--- src/rtl/jtgng_unamiga_romload.sv ---
// ROM download writer: packs the loader byte stream into 16-bit words,
// queues them in a small FIFO and hands them to the SDRAM controller
// through a req/ack handshake. Signals completion once all words are written.
//
// Ports:
//   clk_rom, rst_n                  clock, async active-low reset
//   downloading                     loader is streaming bytes
//   ioctl_addr/ioctl_data/ioctl_wr  byte address, byte, byte-valid strobe
//   sdram_req/addr/din/dqm          head FIFO word presented to the SDRAM
//   sdram_ack                       head word written, pop it
//   prog_done                       one-cycle pulse when the download is committed
//   busy                            download in progress
//   overflow                        sticky: a word was dropped on a full FIFO
module jtgng_unamiga_romload #(
  parameter int unsigned DEPTH = 4,
  parameter int unsigned AW    = 22
) (
  input  logic          clk_rom,
  input  logic          rst_n,
  input  logic          downloading,
  input  logic [AW-1:0] ioctl_addr,
  input  logic [7:0]    ioctl_data,
  input  logic          ioctl_wr,
  output logic          sdram_req,
  output logic [AW-2:0] sdram_addr,
  output logic [15:0]   sdram_din,
  output logic [1:0]    sdram_dqm,
  input  logic          sdram_ack,
  output logic          prog_done,
  output logic          busy,
  output logic          overflow
);

  localparam int unsigned PW  = (DEPTH > 1) ? $clog2(DEPTH) : 1;
  localparam int unsigned CW  = PW + 1;
  localparam int unsigned WAW = AW - 1;

  typedef enum logic [1:0] {IDLE, LOAD, FLUSH, DONE} state_t;

  state_t state, state_nx;

  // pending (not yet paired) byte
  logic           pend_valid, pend_valid_nx;
  logic           pend_hi, pend_hi_nx;
  logic [WAW-1:0] pend_waddr, pend_waddr_nx;
  logic [7:0]     pend_data, pend_data_nx;

  // FIFO storage and pointers
  logic [WAW-1:0] mem_addr [DEPTH];
  logic [15:0]    mem_din  [DEPTH];
  logic [1:0]     mem_dqm  [DEPTH];
  logic [PW-1:0]  wptr, rptr;
  logic [CW-1:0]  count;

  logic           push, pop, do_write, differs, load_start;
  logic [WAW-1:0] push_addr;
  logic [15:0]    push_din;
  logic [1:0]     push_dqm;

  // state register
  always_ff @(posedge clk_rom or negedge rst_n) begin
    if (!rst_n) state <= IDLE;
    else        state <= state_nx;
  end

  // next-state logic
  always_comb begin
    state_nx = state;
    case (state)
      IDLE:    if (downloading) state_nx = LOAD;
      LOAD:    if (!downloading) state_nx = FLUSH;
      FLUSH: begin
        if (downloading) state_nx = LOAD;
        else if (!pend_valid && count == '0) state_nx = DONE;
      end
      DONE:    state_nx = IDLE;
      default: state_nx = IDLE;
    endcase
  end

  assign load_start = (state != LOAD) && (state_nx == LOAD);

  // byte packing: decides the word to push and the new pending byte
  always_comb begin
    pend_valid_nx = pend_valid;
    pend_hi_nx    = pend_hi;
    pend_waddr_nx = pend_waddr;
    pend_data_nx  = pend_data;
    push          = 1'b0;
    differs       = 1'b0;
    push_addr     = pend_waddr;
    push_din      = pend_hi ? {pend_data, 8'h00} : {8'h00, pend_data};
    push_dqm      = pend_hi ? 2'b01 : 2'b10;
    if (state == LOAD && ioctl_wr) begin
      differs = pend_valid && (pend_waddr != ioctl_addr[AW-1:1]);
      if (differs) push = 1'b1;  // partial word from the stale pending byte
      if (!ioctl_addr[0]) begin
        pend_valid_nx = 1'b1;
        pend_hi_nx    = 1'b0;
        pend_waddr_nx = ioctl_addr[AW-1:1];
        pend_data_nx  = ioctl_data;
      end else if (pend_valid && !differs && !pend_hi) begin
        push          = 1'b1;
        push_addr     = ioctl_addr[AW-1:1];
        push_din      = {ioctl_data, pend_data};
        push_dqm      = 2'b00;
        pend_valid_nx = 1'b0;
      end else begin
        pend_valid_nx = 1'b1;
        pend_hi_nx    = 1'b1;
        pend_waddr_nx = ioctl_addr[AW-1:1];
        pend_data_nx  = ioctl_data;
      end
    end else if (state == FLUSH && pend_valid) begin
      push          = 1'b1;
      pend_valid_nx = 1'b0;
    end
  end

  assign pop      = sdram_ack && (count != '0);
  assign do_write = push && ((count != CW'(DEPTH)) || pop);

  // pending byte, FIFO pointers and overflow flag
  always_ff @(posedge clk_rom or negedge rst_n) begin
    if (!rst_n) begin
      pend_valid <= 1'b0;
      pend_hi    <= 1'b0;
      pend_waddr <= '0;
      pend_data  <= '0;
      wptr       <= '0;
      rptr       <= '0;
      count      <= '0;
      overflow   <= 1'b0;
    end else if (load_start) begin
      pend_valid <= 1'b0;
      wptr       <= '0;
      rptr       <= '0;
      count      <= '0;
      overflow   <= 1'b0;
    end else begin
      pend_valid <= pend_valid_nx;
      pend_hi    <= pend_hi_nx;
      pend_waddr <= pend_waddr_nx;
      pend_data  <= pend_data_nx;
      if (do_write) wptr <= wptr + PW'(1);
      if (pop)      rptr <= rptr + PW'(1);
      if (do_write && !pop)      count <= count + CW'(1);
      else if (!do_write && pop) count <= count - CW'(1);
      if (push && !do_write) overflow <= 1'b1;
    end
  end

  // FIFO storage, no reset needed: validity is tracked by count
  always_ff @(posedge clk_rom) begin
    if (do_write && !load_start) begin
      mem_addr[wptr] <= push_addr;
      mem_din[wptr]  <= push_din;
      mem_dqm[wptr]  <= push_dqm;
    end
  end

  // outputs decoded straight from registers
  assign sdram_req  = (count != '0);
  assign sdram_addr = mem_addr[rptr];
  assign sdram_din  = mem_din[rptr];
  assign sdram_dqm  = mem_dqm[rptr];
  assign prog_done  = (state == DONE);
  assign busy       = (state == LOAD) || (state == FLUSH);

endmodule

--- config.mk ---
export PLATFORM = sky130hd
export DESIGN_NAME = jtgng_unamiga_romload
export DESIGN_NICKNAME = d
export VERILOG_FILES = /design/src/rtl/jtgng_unamiga_romload.sv
export SDC_FILE = /design/constraint.sdc
export NUM_CORES = 1
export LEC_CHECK = 0
export BUFFER_PORTS_ARGS = -buffer_cell sky130_fd_sc_hd__buf_2
export CORE_MARGIN = 3
export CORE_UTILIZATION = 40
export DETAILED_ROUTE_END_ITERATION = 16
export MAX_ROUTING_LAYER = met4
export PLACE_DENSITY_LB_ADDON = 0.3
export SETUP_SLACK_MARGIN = 0.15
export SLEW_MARGIN = 20
export SYNTH_ARGS = -nofsm -noshare
export SYNTH_HDL_FRONTEND = slang
export SYNTH_SLANG_ARGS = --single-unit
export TNS_END_PERCENT = 50
--- constraint.sdc ---
create_clock -name clk_rom -period 3 [get_ports clk_rom]
set_input_delay 0.6 -clock clk_rom [delete_from_list [all_inputs] [get_ports clk_rom]]
set_output_delay 0.6 -clock clk_rom [all_outputs]
set_load 0.02 [all_outputs]
==> results.md, run 1 <==
- # clock sinks: 197
- Outcome: complete, no violations
- Filler Cells Inserted: 1614
- Most common cell after layout, fill and taps aside: edfxtp_1
- Syn-to-layout area delta: 19.4%
- Ant. Diodes: 0
- Hold Crit Class: in2async
- Initial antenna violation count: 0
- Share of layout cells above drive strength 1: 41.9%
- Maxcap violations: 0
- CTS tree: built
- Post-Synthesis Net Count: 476
- Wire length of the first global-routing pass: 25000 µm
- Die height: 149 µm
- Top delay family on crit path: compound AO/OA/AOI/OAI gates
- Vias in the first global route: 4415
- DR iter-0 viols: 287
- Number of cell rows: 51
- Final GP Congestion: 0.782
- Static leakage: 3.60 nW
- CP max FO: 4
- Pin count of the biggest net entering global routing: 26
- Crit path largest cell delay: 0.42 ns
- Clock root cell: clkbuf_16
- Worst-Margin Slew: 0.654 ns
- Worst Setup Start Kind: register
- Fmax: 351 MHz
- Hold Buf Count CTS: 0
- Via Count: 4147
- Most frequent cells in the layout: edfxtp_1 (156), buf_2 (77), mux4_2 (39)
- Setup Crit Path Kind: reg2reg
- Vias per cell: 5.17
- Max stage delay cell, worst path: nor4_2
- Async SR Flop Fraction: 20.8%
- PwrDens: 954 nW/µm²
- Initial Util: 41.3%
- Dpl hpwl: 10600 µm
- Critical Path AT: 3.12 ns
- Hold_ws: 0.153 ns
- Pwr Total: 0.00928 W
- Final Util: 49.3%
- Number of synthesized flops with an enable pin: 156
- Worst R2R Path Depth: 11
- Unrepaired setup endpoints after global routing: yes
- Final setup fails: 0
- Worst slew margin: 56.3%
- Pre-Repair DR Iteration Count: 6
- Skew-Pair Late Insertion Delay: 0.42 ns
- Clk buf depth: 2
- H-tree depth: 4
- # DRC: 0
- Post-route non-filler standard cell count: 802
- Post-synth top flop: edfxtp_1
- Width of the die: 149 µm
- Gr usage total: 15.5%
- R2r setup slk: 0.15 ns
- R2r endpoint: count[2]
- Max-slew violation count: 0
- Final Hold Fails: 0
- Core outline area: 19700 µm²
- Drt wl/cell: 20.0 µm
- Crit path time final: 2.85 ns
- Clock transition at path regs: 0.07 ns
- Fin crit share: 94.9%
- IO buf count: 77
- CP required: 3.28 ns
- Setup Skew: 0.00901 ns
- Yosys warning total: 0
- RR Startpoint: pend_waddr[6]
- Placed cells: 768
- Routed Antenna Nets: 0
- VDD IR-drop max: 558 µV
- Yosys cell types: 46
- Full die area: 22100 µm²
- Yosys reg bits: 197
- Post-synthesis cell area: 8150 µm²
- Worst Path Buf+Inv: 2
- NumNets Final: 568
- TritonCTS Buffers: 17
- Synthesized instance count: 432
- Avg Synthesized Cell Area: 18.9 µm²
- Crit path capture type: register
- CP cell instances: xor2_1 > nor4_2 > buf_4 > nand4_1 > o31a_2 > o21ai_2 > inv_1 > fa_2 > a211oi_2 > nand3b_1 > a31oi_1
- Sequential-to-total area share from yosys stat: 70.0%
- Total wire length: 16000 µm
- I/O pin cnt: 78
- Remaining Overflow, GRT: 0
## final cells by class
type                    count  area (µm²)  area share [%]
flip-flops and latches    197        5710            58.7
well taps                 265         332            3.41
inverters                  10        37.5           0.386
repair buffers            110         788            8.10
clock buffers              18         429            4.41
multi-input cells         188        2230            22.9
clock inverters            14         200            2.06
## what timing repair did
action                     4_1_cts  5_1_grt
resized for setup                6        0
pin swaps                        1        1
setup buffers                    1        0
cloned                           0        1
setup endpoints to repair      188      175
## sequential cells by signal, summed over array words and instances (netlist names)
name and flops:
mem_din 64, mem_addr 84, overflow 1, rptr 2
mem_dqm 8, wptr 2, pend_data 8, pend_waddr 21
pend_hi 1, state 2, pend_valid 1, count 3
## per-stage QoR
step                      setup WS [ns]  setup TNS (ns)  area, µm²
after floorplan                   0.219               0       8160
after global placement           -0.359          -36.09       9040
after detailed placement         -0.510          -40.75       9040
after CTS                         0.146               0       9710
after global routing             0.0347               0       9730
final                             0.154               0       9730
## synth_stat cells, types with 5 or more instances
library cell	instances	area share, %
mux2_4	30	5.5
mux4_2	39	11
xnor2_1	8	0.86
dfrtp_1	41	13
edfxtp_1	156	57
clkbuf_1	26	1.2
and3_1	6	0.46
inv_1	10	0.46
nor2b_1	8	0.61
buf_1	6	0.28
ha_1	8	1.2
nor2_1	11	0.51
xor2_1	16	1.7
a22o_1	8	0.86
nand2_1	7	0.32
a31oi_1	5	0.38
## layer usage
metal | vias up | global-route usage [%] | part of all wire [%] | wire length [µm]
met1 | 2171 | 19.2 | 43 | 6900
met3 | 14 | 3.80 | 4.2 | 667
met5 | - | - | 0 | 0
met2 | 98 | 25.7 | 51 | 8250
li1 | 1864 | - | - | -
met4 | 0 | 4.30 | 1.4 | 223
## how the worst max path moves through the flow
stage                     cells after the start  endpoint            from  slack [ns]
final                                        11  count[2]   pend_waddr[6]        0.15
after global routing                         11  count[2]   pend_waddr[6]        0.03
after CTS                                    11  count[2]   pend_waddr[6]        0.15
after detailed placement                     12  count[2]  ioctl_addr[12]       -0.51
after global placement                       12  count[2]  ioctl_addr[12]       -0.36
after floorplan                              10  count[2]   ioctl_addr[2]        0.22
## power by group
group	total [W]	internal, W	switching, W
logic	0.00288	0.00137	0.00151
registers	0.00402	0.00362	0.000395
clock network	0.00238	0.00141	0.000977
total	0.00928	0.00640	0.00288
## kinds of logic after synthesis
kind of cell	synth area share, %
buffers and inverters	2.96
adder cells (fa/ha/maj)	1.47
AO/OA/AOI/OAI	2.70
XOR/XNOR	2.58
AND/OR/NAND/NOR	3.82
multiplexers	16.4
flip-flops	70.0
No activity file was read; power rests on OpenSTA's default activity.
==> inputs of run 2 (changes only) <==
--- a/config.mk
+++ b/config.mk
@@ -11,6 +11,7 @@
 export DETAILED_ROUTE_END_ITERATION = 16
 export MAX_ROUTING_LAYER = met4
 export PLACE_DENSITY_LB_ADDON = 0.3
+export REMOVE_ABC_BUFFERS = 1
 export SETUP_SLACK_MARGIN = 0.15
 export SLEW_MARGIN = 20
 export SYNTH_ARGS = -nofsm -noshare
==> results.md, run 2 (synthesized netlist as in run 1, its figures left out) <==
- Outcome: complete, no violations
- Syn-to-layout area delta: 19.6%
- Ant. Diodes: 0
- Pre-Repair DR Iteration Count: 5
- Setup Skew: 0.00733 ns
- Pwr Total: 0.00940 W
- Critical Path AT: 3.23 ns
- TritonCTS Buffers: 17
- Maxcap violations: 0
- CP max FO: 6
- Hold Buf Count CTS: 0
- Pin count of the biggest net entering global routing: 27
- Skew-Pair Late Insertion Delay: 0.42 ns
- Via Count: 4220
- Total wire length: 16700 µm
- Vias in the first global route: 4568
- Wire length of the first global-routing pass: 25700 µm
- Hold_ws: 0.0283 ns
- Worst-Margin Slew: 0.717 ns
- Clk buf depth: 2
- Most frequent cells in the layout: edfxtp_1 (156), buf_2 (77), mux4_2 (39)
- Crit path largest cell delay: 0.43 ns
- Vias per cell: 5.24
- H-tree depth: 4
- I/O pin cnt: 78
- Remaining Overflow, GRT: 0
- Unrepaired setup endpoints after global routing: yes
- Most frequent CP cell: nand4_1
- Core outline area: 19700 µm²
- Final setup fails: 0
- PwrDens: 964 nW/µm²
- Full die area: 22100 µm²
- Post-layout instance area: 9750 µm²
- Largest register FFs: 84
- Gr usage total: 15.8%
- Initial Util: 41.3%
- Placed Area: 9000 µm²
- Worst slew margin: 52.0%
- Setup Crit Path Kind: reg2reg
- Die height: 149 µm
- Drt wl/cell: 20.8 µm
- Final Hold Fails: 0
- Dpl hpwl: 10700 µm
- Final GP Congestion: 0.814
- CP required: 3.33 ns
- Width of the die: 149 µm
- DR iter-0 viols: 259
- CP cell instances: xor2_1 > nor4_2 > buf_4 > nand4_1 > o31a_2 > o21ai_2 > inv_2 > fa_2 > buf_6 > nand4_1 > nand3b_1 > a31oi_1
- VDD IR-drop max: 435 µV
- Share of layout cells above drive strength 1: 42.6%
- Number of cell rows: 51
- Static leakage: 3.62 nW
- Clock transition at path regs: 0.06 ns
- Fin crit share: 96.7%
- Crit path time final: 2.90 ns
- Max stage delay cell, worst path: dfrtp_1
- Biggest register: mem_addr
- Max-slew violation count: 0
- Worst Setup Start Kind: register
- Largest registers: mem_addr (84), mem_din (64), pend_waddr (21)
- Initial antenna violation count: 0
- # clock sinks: 197
- Fmax: 345 MHz
- Hold Crit Class: in2async
- NumNets Final: 571
- Crit path capture type: register
- Clock root cell: clkbuf_16
- CTS tree: built
- Routed Antenna Nets: 0
- IO buf count: 77
- # DRC: 0
- Most common cell after layout, fill and taps aside: edfxtp_1
[run 2: changes by cell type in the layout (fill, tap and decap cells not counted), sizes merged]
cell,delta
inv,-3
clkinv,+1
buf,+3
clkbuf,+4
bufinv,+1
clkinvlp,-3
[run 2: worst max-delay path, delay by kind of cell (launching register included)]
kind	cells	cell delay [ns]
XOR/XNOR	1	0.18
buffers and inverters	3	0.37
flip-flops	1	0.43
AND/OR/NAND/NOR	4	0.72
AO/OA/AOI/OAI	3	0.69
adder cells (fa/ha/maj)	1	0.40
[run 2: cell type report]
class	instances	area, µm²
fill	1639	9970
sequential	197	5720
multi-input combinational	188	2230
timing repair buffer	113	790
clock buffer	22	464
tap	265	332
clock inverter	10	180
inverter	10	37.5
[run 2: stage by stage]
stage	setup slack, ns	setup TNS, ns	cells	utilization (%)
6_report	0.0987	0	805	49.5
5_1_grt	-0.0525	-0.0525	805	49.5
4_1_cts	0.0889	0	803	49.3
3_5_place_dp	-0.536	-44.08	766	45.7
3_3_place_gp	-0.305	-29.32	766	45.7
2_1_floorplan	-0.00298	-0.116	395	-
[run 2: path summary, 6_finish.rpt]
path / startpoint / end / cells after the start / slack, ns
setup / recovery: pend_waddr[9] / count[2] / 12 / 0.1
hold / removal: rst_n / state[0] / 1 / 0.03
setup reg to reg: pend_waddr[9] / count[2] / 12 / 0.1
hold reg to reg: pend_waddr[11] / mem_addr[2][11] / 0 / 0.53
max in group asynchronous: rst_n / rptr[0] / 2 / 2.35
min in group clk_rom: ioctl_data[4] / pend_data[4] / 2 / 0.43
[run 2: timing repair]
item,CTS,global route
setup buffers,5,1
cloned,0,1
pin swaps,7,6
hold endpoints to repair,0,0
endpoints found under the setup margin,188,188
resized for setup,8,3
[run 2: power by group]
part	switching, W	internal (W)	total [W]
combinational	0.00153	0.00139	0.00292
clock	0.000928	0.00152	0.00245
sequential	0.000400	0.00363	0.00403
[run 2: per-layer routing]
| layer | track usage (%) | part of all wire, % |
|---|---|---|
| met3 | 3.22 | 4.3 |
| met2 | 25.3 | 50 |
| met1 | 20.9 | 45 |
| met4 | 4.71 | 1.3 |
| met5 | - | 0 |
